[config.mk]
export PLATFORM = sky130hd
export DESIGN_NAME = hood_mode_ctrl
export DESIGN_NICKNAME = d
export VERILOG_FILES = /design/src/rtl/hood_mode_ctrl.sv
export SDC_FILE = /design/constraint.sdc
export NUM_CORES = 1
export LEC_CHECK = 0
export CAP_MARGIN = 0
export CORE_MARGIN = 4
export CORE_UTILIZATION = 60
export DETAILED_ROUTE_END_ITERATION = 10
export MAX_ROUTING_LAYER = met4
export PLACE_DENSITY = 0.89
export SLEW_MARGIN = 20
export SYNTH_ARGS = -nofsm -noshare
export SYNTH_HDL_FRONTEND = slang
export SYNTH_SLANG_ARGS = --single-unit
[constraint.sdc]
create_clock -name clk -period 5.6 [get_ports clk]
set_input_delay 1.4 -clock clk [delete_from_list [all_inputs] [get_ports clk]]
set_output_delay 1.4 -clock clk [all_outputs]
set_load 0.005 [all_outputs]
[src/rtl/hood_mode_ctrl.sv]
// hood_mode_ctrl: range-hood power/level/storm/drain/clean mode controller with 1 s tick and run-time reminder
module hood_mode_ctrl #(
  parameter int TICK_CYC    = 100_000_000,
  parameter int LEVELS      = 3,
  parameter int STORM_SEC   = 60,
  parameter int CLEAN_SEC   = 180,
  parameter int HOLD_SEC    = 3,
  parameter int GESTURE_SEC = 5,
  parameter int REMIND_SEC  = 36000
) (
  input  logic                           clk,
  input  logic                           reset,
  input  logic                           btn_power,
  input  logic                           btn_hand_l,
  input  logic                           btn_hand_r,
  input  logic [LEVELS-1:0]              btn_level,
  input  logic                           btn_stop,
  input  logic                           btn_clean,
  output logic                           power_on,
  output logic [2:0]                     state,
  output logic [$clog2(LEVELS+1)-1:0]    level,
  output logic [15:0]                    remain_sec,
  output logic [31:0]                    work_sec,
  output logic                           remind,
  output logic                           tick
);
  localparam int LW = $clog2(LEVELS + 1);
  localparam logic [31:0] T_LAST   = 32'(TICK_CYC - 1);
  localparam logic [31:0] HOLD_END = 32'(HOLD_SEC * TICK_CYC - 1);
  localparam logic [31:0] GEST_CYC = 32'(GESTURE_SEC * TICK_CYC);
  localparam logic [2:0] S_OFF = 3'd0, S_STANDBY = 3'd1, S_RUN = 3'd2, S_STORM = 3'd3, S_DRAIN = 3'd4, S_CLEAN = 3'd5;
  logic pow_q, hl_q, hr_q, stop_q, clean_q;
  logic [LEVELS-1:0] lvl_q, e_lvl;
  logic e_pow, e_hl, e_hr, e_stop, e_clean;
  logic [31:0] cnt, hold_cnt, g_cnt, work_n;
  logic armed, g_arm, storm_used;
  logic [2:0] state_n;
  logic [LW-1:0] level_n, req_lvl;
  logic [15:0] remain_n;
  logic on, cd, expire, long_off, g_first, g_hit, lvl_ok, track;
  assign e_pow   = btn_power & ~pow_q;
  assign e_hl    = btn_hand_l & ~hl_q;
  assign e_hr    = btn_hand_r & ~hr_q;
  assign e_stop  = btn_stop & ~stop_q;
  assign e_clean = btn_clean & ~clean_q;
  assign e_lvl   = btn_level & ~lvl_q;
  assign on       = state != S_OFF;
  assign cd       = state inside {S_STORM, S_DRAIN, S_CLEAN};
  assign expire   = cd && tick && remain_sec == 16'd1;
  assign long_off = on && armed && btn_power && hold_cnt == HOLD_END;
  assign g_first  = state == S_OFF ? e_hl : e_hr;
  assign g_hit    = g_arm && (state == S_OFF ? e_hr : e_hl);
  assign track    = state inside {S_OFF, S_STANDBY} && state_n == state;
  always_comb begin
    req_lvl = '0;
    for (int i = 0; i < LEVELS; i++) if (e_lvl[i]) req_lvl = LW'(i + 1);
  end
  assign lvl_ok = state inside {S_STANDBY, S_RUN} && req_lvl != '0 && !(req_lvl == LW'(LEVELS) && storm_used);
  always_ff @(posedge clk) begin
    if (reset) begin
      state      <= S_OFF;
      level      <= '0;
      remain_sec <= '0;
      work_sec   <= '0;
      cnt        <= '0;
      hold_cnt   <= '0;
      g_cnt      <= '0;
      armed      <= 1'b0;
      g_arm      <= 1'b0;
      storm_used <= 1'b0;
      {pow_q, hl_q, hr_q, stop_q, clean_q} <= '1;
      lvl_q      <= '1;
    end else begin
      state      <= state_n;
      level      <= level_n;
      remain_sec <= remain_n;
      work_sec   <= work_n;
      cnt        <= (state_n == S_OFF || state_n != state || tick) ? '0 : cnt + 32'd1;
      armed      <= on && state_n != S_OFF && (e_pow || (armed && btn_power));
      hold_cnt   <= e_pow ? 32'd1 : armed ? hold_cnt + 32'd1 : '0;
      g_arm      <= track && (g_first || (g_arm && g_cnt != GEST_CYC));
      g_cnt      <= g_first ? 32'd1 : g_arm ? g_cnt + 32'd1 : '0;
      storm_used <= state_n == S_OFF ? 1'b0 : (state_n == S_STORM || storm_used);
      {pow_q, hl_q, hr_q, stop_q, clean_q} <= {btn_power, btn_hand_l, btn_hand_r, btn_stop, btn_clean};
      lvl_q      <= btn_level;
    end
  end
  always_comb begin
    state_n  = state;
    level_n  = level;
    remain_n = (cd && tick) ? remain_sec - 16'd1 : remain_sec;
    work_n   = (tick && state inside {S_RUN, S_STORM, S_DRAIN} && ~&work_sec) ? work_sec + 32'd1 : work_sec;
    if (state == S_OFF) begin
      state_n = (e_pow || g_hit) ? S_STANDBY : S_OFF;
    end else if (long_off || (g_hit && state == S_STANDBY)) begin
      state_n  = S_OFF;
      level_n  = '0;
      remain_n = '0;
    end else if (e_stop && state == S_RUN) begin
      state_n = S_STANDBY;
      level_n = '0;
    end else if (e_stop && state == S_STORM) begin
      state_n  = S_DRAIN;
      level_n  = LW'(1);
      remain_n = 16'(STORM_SEC);
    end else if (expire) begin
      state_n  = state == S_STORM ? S_RUN : S_STANDBY;
      level_n  = state == S_STORM ? LW'(LEVELS - 1) : '0;
      remain_n = '0;
      work_n   = state == S_CLEAN ? '0 : work_n;
    end else if (e_clean && state == S_STANDBY) begin
      state_n  = S_CLEAN;
      level_n  = '0;
      remain_n = 16'(CLEAN_SEC);
    end else if (lvl_ok) begin
      state_n  = req_lvl == LW'(LEVELS) ? S_STORM : S_RUN;
      level_n  = req_lvl;
      remain_n = req_lvl == LW'(LEVELS) ? 16'(STORM_SEC) : '0;
    end
  end
  always_comb begin
    power_on = on;
    tick     = on && cnt == T_LAST;
    remind   = work_sec >= 32'(REMIND_SEC);
  end
endmodule

Yosys cells after proc, flatten, opt, wreduce, memory -nomap -nowiden
Index checks and enable logic that the tools add are counted.

cells by class
  equal/unequal tests = 13
  reduce and logical (&&, ||, !) cells = 47
  $add $sub $neg = 5
  magnitude comparators = 1
  bitwise logic cells = 15
  muxes and demuxes = 42

operators with widths
  kind                     number
  $mux W32                 7
  $add A32 B1 Y32 const B  4
  $mux W16                 8
  $eq A32 B27 Y1 const B   1
  $eq A32 B29 Y1 const B   1
  $ge A32 B16 Y1 const B   1
  $ne A32 B29 Y1 const B   1
  $reduce_and A32 Y1       1
  $logic_and A1 B1 Y1      22
  $mux W3                  7
  $mux W2                  10
  $eq A16 B1 Y1 const B    1
  $sub A16 B1 Y16 const B  1
  $reduce_bool A3 Y1       4
  $eq A3 B2 Y1 const B     3
  $mux W1                  9
  $not A1 Y1               8
  $logic_or A1 B1 Y1       7
  $eq A3 B3 Y1 const B     2
  $logic_not A3 Y1         2
  $mux W6                  1
  $reduce_bool A2 Y1       3
  $reduce_bool A6 Y1       1
  $reduce_or A3 Y1         2
  other kinds (10)         16

storage, ports and cells
  register bits after elaboration = 160
  input bits = 10
  word-level logic and storage cells = 141

Longest topological paths before layout
  word-level depth = 20
  gate-level depth with buffers = 10

Worst setup path before layout
OpenSTA, ideal clock, no wires.

  kind = input port to flip-flop
  start = in btn_level[2]
  end = reg cnt[24]
  required time = 5.453 ns
  path slack = 2.061 ns
  stages = 8
  data arrival time = 3.392 ns
  library setup time = 0.147 ns
  cells stage by stage = nor2b_1 > nor3_1 > a211oi_1 > a21oi_2 > or4_4 > o211ai_4 > buf_12 > nor4_2

between the ends
  word-level cells in the longest chain between the ends = 17

RTL lines
  element                                           RTL line  source
  start: declaration                                16        input logic [LEVELS-1:0] btn_level,
  $and A3 B3 Y3 *                                   46        assign e_lvl = btn_level & ~lvl_q;
  $mux W2 *                                         56        for (int i = 0; i < LEVELS; i++) if (e_lvl[i]) req_lvl = LW'(i + 1);
  $eq A2 B2 Y1                                      58, 116
  $logic_and A1 B1 Y1                               58        assign lvl_ok = state inside {S_STANDBY, S_RUN} && req_lvl != '0 && !(req_lvl == LW'(LEVELS) && storm_used);
  $logic_not A1 Y1                                  58
  $logic_and A1 B1 Y1                               58
  $mux W3 *                                         115       end else if (lvl_ok) begin
  $mux W3 *                                         111       end else if (e_clean && state == S_STANDBY) begin
  $mux W3 *                                         106       end else if (expire) begin
  $mux W3 *                                         102       end else if (e_stop && state == S_STORM) begin
  $mux W3 *                                         99        end else if (e_stop && state == S_RUN) begin
  $mux W3 *                                         95        end else if (long_off || (g_hit && state == S_STANDBY)) begin
  $mux W3 *                                         93        if (state == S_OFF) begin
  $ne A3 B3 Y1 or $logic_not A3 Y1 (tied branches)  78        cnt <= (state_n == S_OFF || state_n != state || tick) ? '0 : cnt + 32'd1;
  $logic_or A1 B1 Y1 * (2 in a row)                 78
  $reduce_or A2 Y1 (no source line) *               n/a
  end signal: assignment                            78
  end: declaration                                  35        logic [31:0] cnt, hold_cnt, g_cnt, work_n;

Every way passes the cells marked *; elsewhere a longest branch is shown, timed or not.
A chain may end at the register's enable or synchronous reset.

Final worst setup path
  start = reg cnt[0]
  end = out tick

between the ends
  word-level cells in the longest chain between the ends = 2

RTL lines
  element              RTL line  source
  $eq A32 B27 Y1       123       tick = on && cnt == T_LAST;
  $logic_and A1 B1 Y1  123
  end: declaration     25        output logic tick

No other way between the ends.

==> flow_summary.toml <==
[yosys]
ys_ff_latch = 160
yosysUniqueCellTypes = 64
yosysSeqAreaShare = 0.405
syn_area_sq_um = 7910
syn_inst = 912
synthArstFlopShare = 0
avgSynthCellArea_sq_um = 8.67
ys.warnings.count = 0
synth.net_count = 930
synth_edf_count = 0
ys.flop_type = "dfxtp_1"

[run]
maxCapViolCount = 0

[setup_path]
reg2regPathDepth = 9
path_cells = "ha_1, nand3_1, nand4bb_1, nor3_1, clkdlybuf4s50_1"
critical_path_class = "reg2out"
r2r-start = "remain_sec[0]"
start_kind = "flip-flop"
crit_path_end_kind = "primary output"
endpoint = "tick"
cp_max_fo = 7
slowest_stage = "clkdlybuf4s50_1"
r2r-end = "cnt[18]"
max_stage_delay_ns = 0.57
critPathArrivalTime_ns = 2.78
r2r_setup_slack_ns = 2.18
critical_path.startpoint = "cnt[0]"
worstPathRequired_ns = 4.20

[timing]
hold_viol_final = 0
rsz0062_at_grt = "no"
worst_pin_slew_ns = 0.916
finalCriticalPeriod_ns = 4.18
maxSlewViolCount = 0
fin_crit_sh = 0.746
maxSlewHeadroom = 0.384
max_freq_ghz = 0.239
fin_setup_tns_ns = 0
setup_viol = 0
finalClockSkew_ns = 0.00703

[power_and_ir_drop]
ir_drop_v = 0.000252
powerDensity_nw_per_um2 = 251
power_uw = 2340
p_leak_uw = 0.00301

[global_route]
grt_max_degree = 34
antenna_found_initial = 0
grt_pass1_vias = 6375
grt_pass1_wl_um = 29800
grt_usage = 0.251
overflow = 0

[route]
finalWirelength_um = 17800
ant_nets = 0
drt_iter0_markers = 567
first_pass_iters = 5
wl_per_cell_um = 15.3
drc = 0
vias = 6762
vias_per_cell = 5.82

[clock_tree]
clk_pin_slew_ns = 0.06
cts_hold_buf = 0
cts.sinks = 160
cts_max_level = 4
cts_resized = 0
cts_root_buffer = "clkbuf_16"
clk_path_buf_depth = 2
cts_tree = "built"
clk_latency_ns = 0.44
cts_made_buffers = 17
postCtsSetupRepairBufs = 0

[floorplan]
num_io_pins = 66
die_h_um = 123
die_w_um = 123
initial_core_util = 0.619
die_area_sq_um = 15100
num_rows = 41
core-area_sq_um = 12800

[placed_design]
gp_congestion = 0.892
port_buffers = 65
dp.final_hpwl_um = 11800

[cells_and_area]
num-nets-final = 995
area_growth_pct = 17.6
nFillCells = 899
diodes = 0
drive_gt1_frac = 0.0970

[hold_path]
hp-class = "reg2reg"
min_from = "cnt[0]"

[run_status]
status = "completed"
==> layout make-up <==
| type | count | area (sq um) | area share |
|---|---|---|---|
| multi-input combinational | 698 | 4490 | 0.483 |
| sequential | 160 | 3200 | 0.344 |
| clock buffer | 20 | 447 | 0.0480 |
| tap | 172 | 215 | 0.0231 |
| timing repair buffer | 73 | 711 | 0.0764 |
| inverter | 27 | 101 | 0.0109 |
| clock inverter | 12 | 136 | 0.0147 |
==> cells in the final DEF (no fill, tap or decap), drive strengths merged, types with 4 or more instances in the layout <==
cell           count
a211oi             6
o21ai             22
or2                9
xor2              65
nand3             60
inv               28
nor2             147
and4              20
clkbuf            20
buf                8
nor3              37
or3               10
clkinv             6
nor2b              8
nor3b              7
a21oi             18
nor4              36
nand4             36
dfxtp            160
xnor2             65
nand2             66
and2               5
and3              23
nand3b             4
or4                8
ha                 8
nand2b             5
clkdlybuf4s50     65
==> state kept, by name (all words and copies together), names as in the netlist <==
signal      flops
armed           1
g_arm           1
work_sec       32
lvl_q           3
stop_q          1
state           3
remain_sec     16
hold_cnt       32
storm_used      1
level           2
clean_q         1
hr_q            1
pow_q           1
cnt            32
g_cnt          32
hl_q            1
==> worst max-delay path: cells and delay by family (launching register included) <==
family                   cells  cell delay, ns
adder cells (fa/ha/maj)      1            0.25
buffers and inverters        1            0.57
AND/OR/NAND/NOR              3            1.15
flip-flops                   1            0.37
==> worst min-delay path by stage <==
stage | endpoint | slack (ns) | depth (start not counted)
floorplan | cnt[0] | 0.43 | 1
global placement | cnt[0] | 0.46 | 1
detailed placement | cnt[0] | 0.47 | 1
CTS | cnt[0] | 0.48 | 1
global route | cnt[0] | 0.51 | 1
finish | cnt[0] | 0.48 | 1
==> power breakdown <==
part	switching, uW	internal, uW
registers	4.03	1140
clock network	470	669
logic	33.1	18.3
==> stage by stage <==
| step | setup slack, ns | utilization | hold slack (ns) | cells | instance area (sq um) |
|---|---|---|---|---|---|
| 4_1_cts | 1.49 | 0.727 | 0.476 | 1162 | 9290 |
| 3_5_place_dp | 1.41 | 0.681 | 0.470 | 1130 | 8700 |
| 3_3_place_gp | 1.48 | 0.681 | 0.459 | 1130 | 8700 |
| 5_1_grt | 1.30 | 0.728 | 0.511 | 1162 | 9300 |
| 6_report | 1.42 | 0.728 | 0.484 | 1162 | 9300 |
| 2_1_floorplan | 2.06 | - | 0.432 | 912 | 7910 |
==> cells by family after synthesis <==
logic type / count (synthesis) / share of synthesized area
AO/OA/AOI/OAI: 65 / 0.0550
XOR/XNOR: 130 / 0.144
adder cells (fa/ha/maj): 8 / 0.0127
buffers and inverters: 54 / 0.0307
flip-flops: 160 / 0.405
AND/OR/NAND/NOR: 495 / 0.353
==> routing by layer <==
layer / vias to the layer above / routed length, um / GRT usage / share of wire
met4: 0 / 342 / 0.0924 / 0.019
met2: 218 / 8620 / 0.392 / 0.48
met1: 3178 / 7890 / 0.314 / 0.44
li1: 3327 / - / - / -
met3: 39 / 968 / 0.0650 / 0.054
met5: - / 0 / - / 0
==> Yosys cell counts (3+ instances only) <==
| cell | instances | area share |
|---|---|---|
| nand4b_1 | 3 | 0.0033 |
| nor2_1 | 144 | 0.068 |
| ha_1 | 8 | 0.013 |
| clkbuf_1 | 19 | 0.0090 |
| nand2_1 | 65 | 0.031 |
| xor2_1 | 65 | 0.072 |
| nor2b_1 | 8 | 0.0063 |
| inv_1 | 27 | 0.013 |
| and3_1 | 23 | 0.018 |
| and2_1 | 4 | 0.0032 |
| o21ai_1 | 3 | 0.0019 |
| a21oi_1 | 17 | 0.011 |
| nand3b_1 | 4 | 0.0038 |
| or2_2 | 9 | 0.0071 |
| nand3_1 | 60 | 0.038 |
| nor3b_1 | 6 | 0.0057 |
| dfxtp_1 | 160 | 0.40 |
| nor2_2 | 3 | 0.0024 |
| nor3_2 | 16 | 0.020 |
| o21ai_0 | 19 | 0.012 |
| and4_1 | 20 | 0.022 |
| nand2b_1 | 5 | 0.0040 |
| nor3_1 | 21 | 0.013 |
| nor4_1 | 23 | 0.018 |
| or3_1 | 10 | 0.0079 |
| or4_1 | 4 | 0.0038 |
| nand4_1 | 36 | 0.028 |
| nor4bb_1 | 3 | 0.0038 |
| xnor2_1 | 65 | 0.072 |
| or4_4 | 4 | 0.0057 |
| buf_1 | 4 | 0.0019 |
| a211oi_1 | 4 | 0.0038 |
| nor4_4 | 4 | 0.011 |
| nor4_2 | 9 | 0.014 |
(Power assumes the default switching activity.)
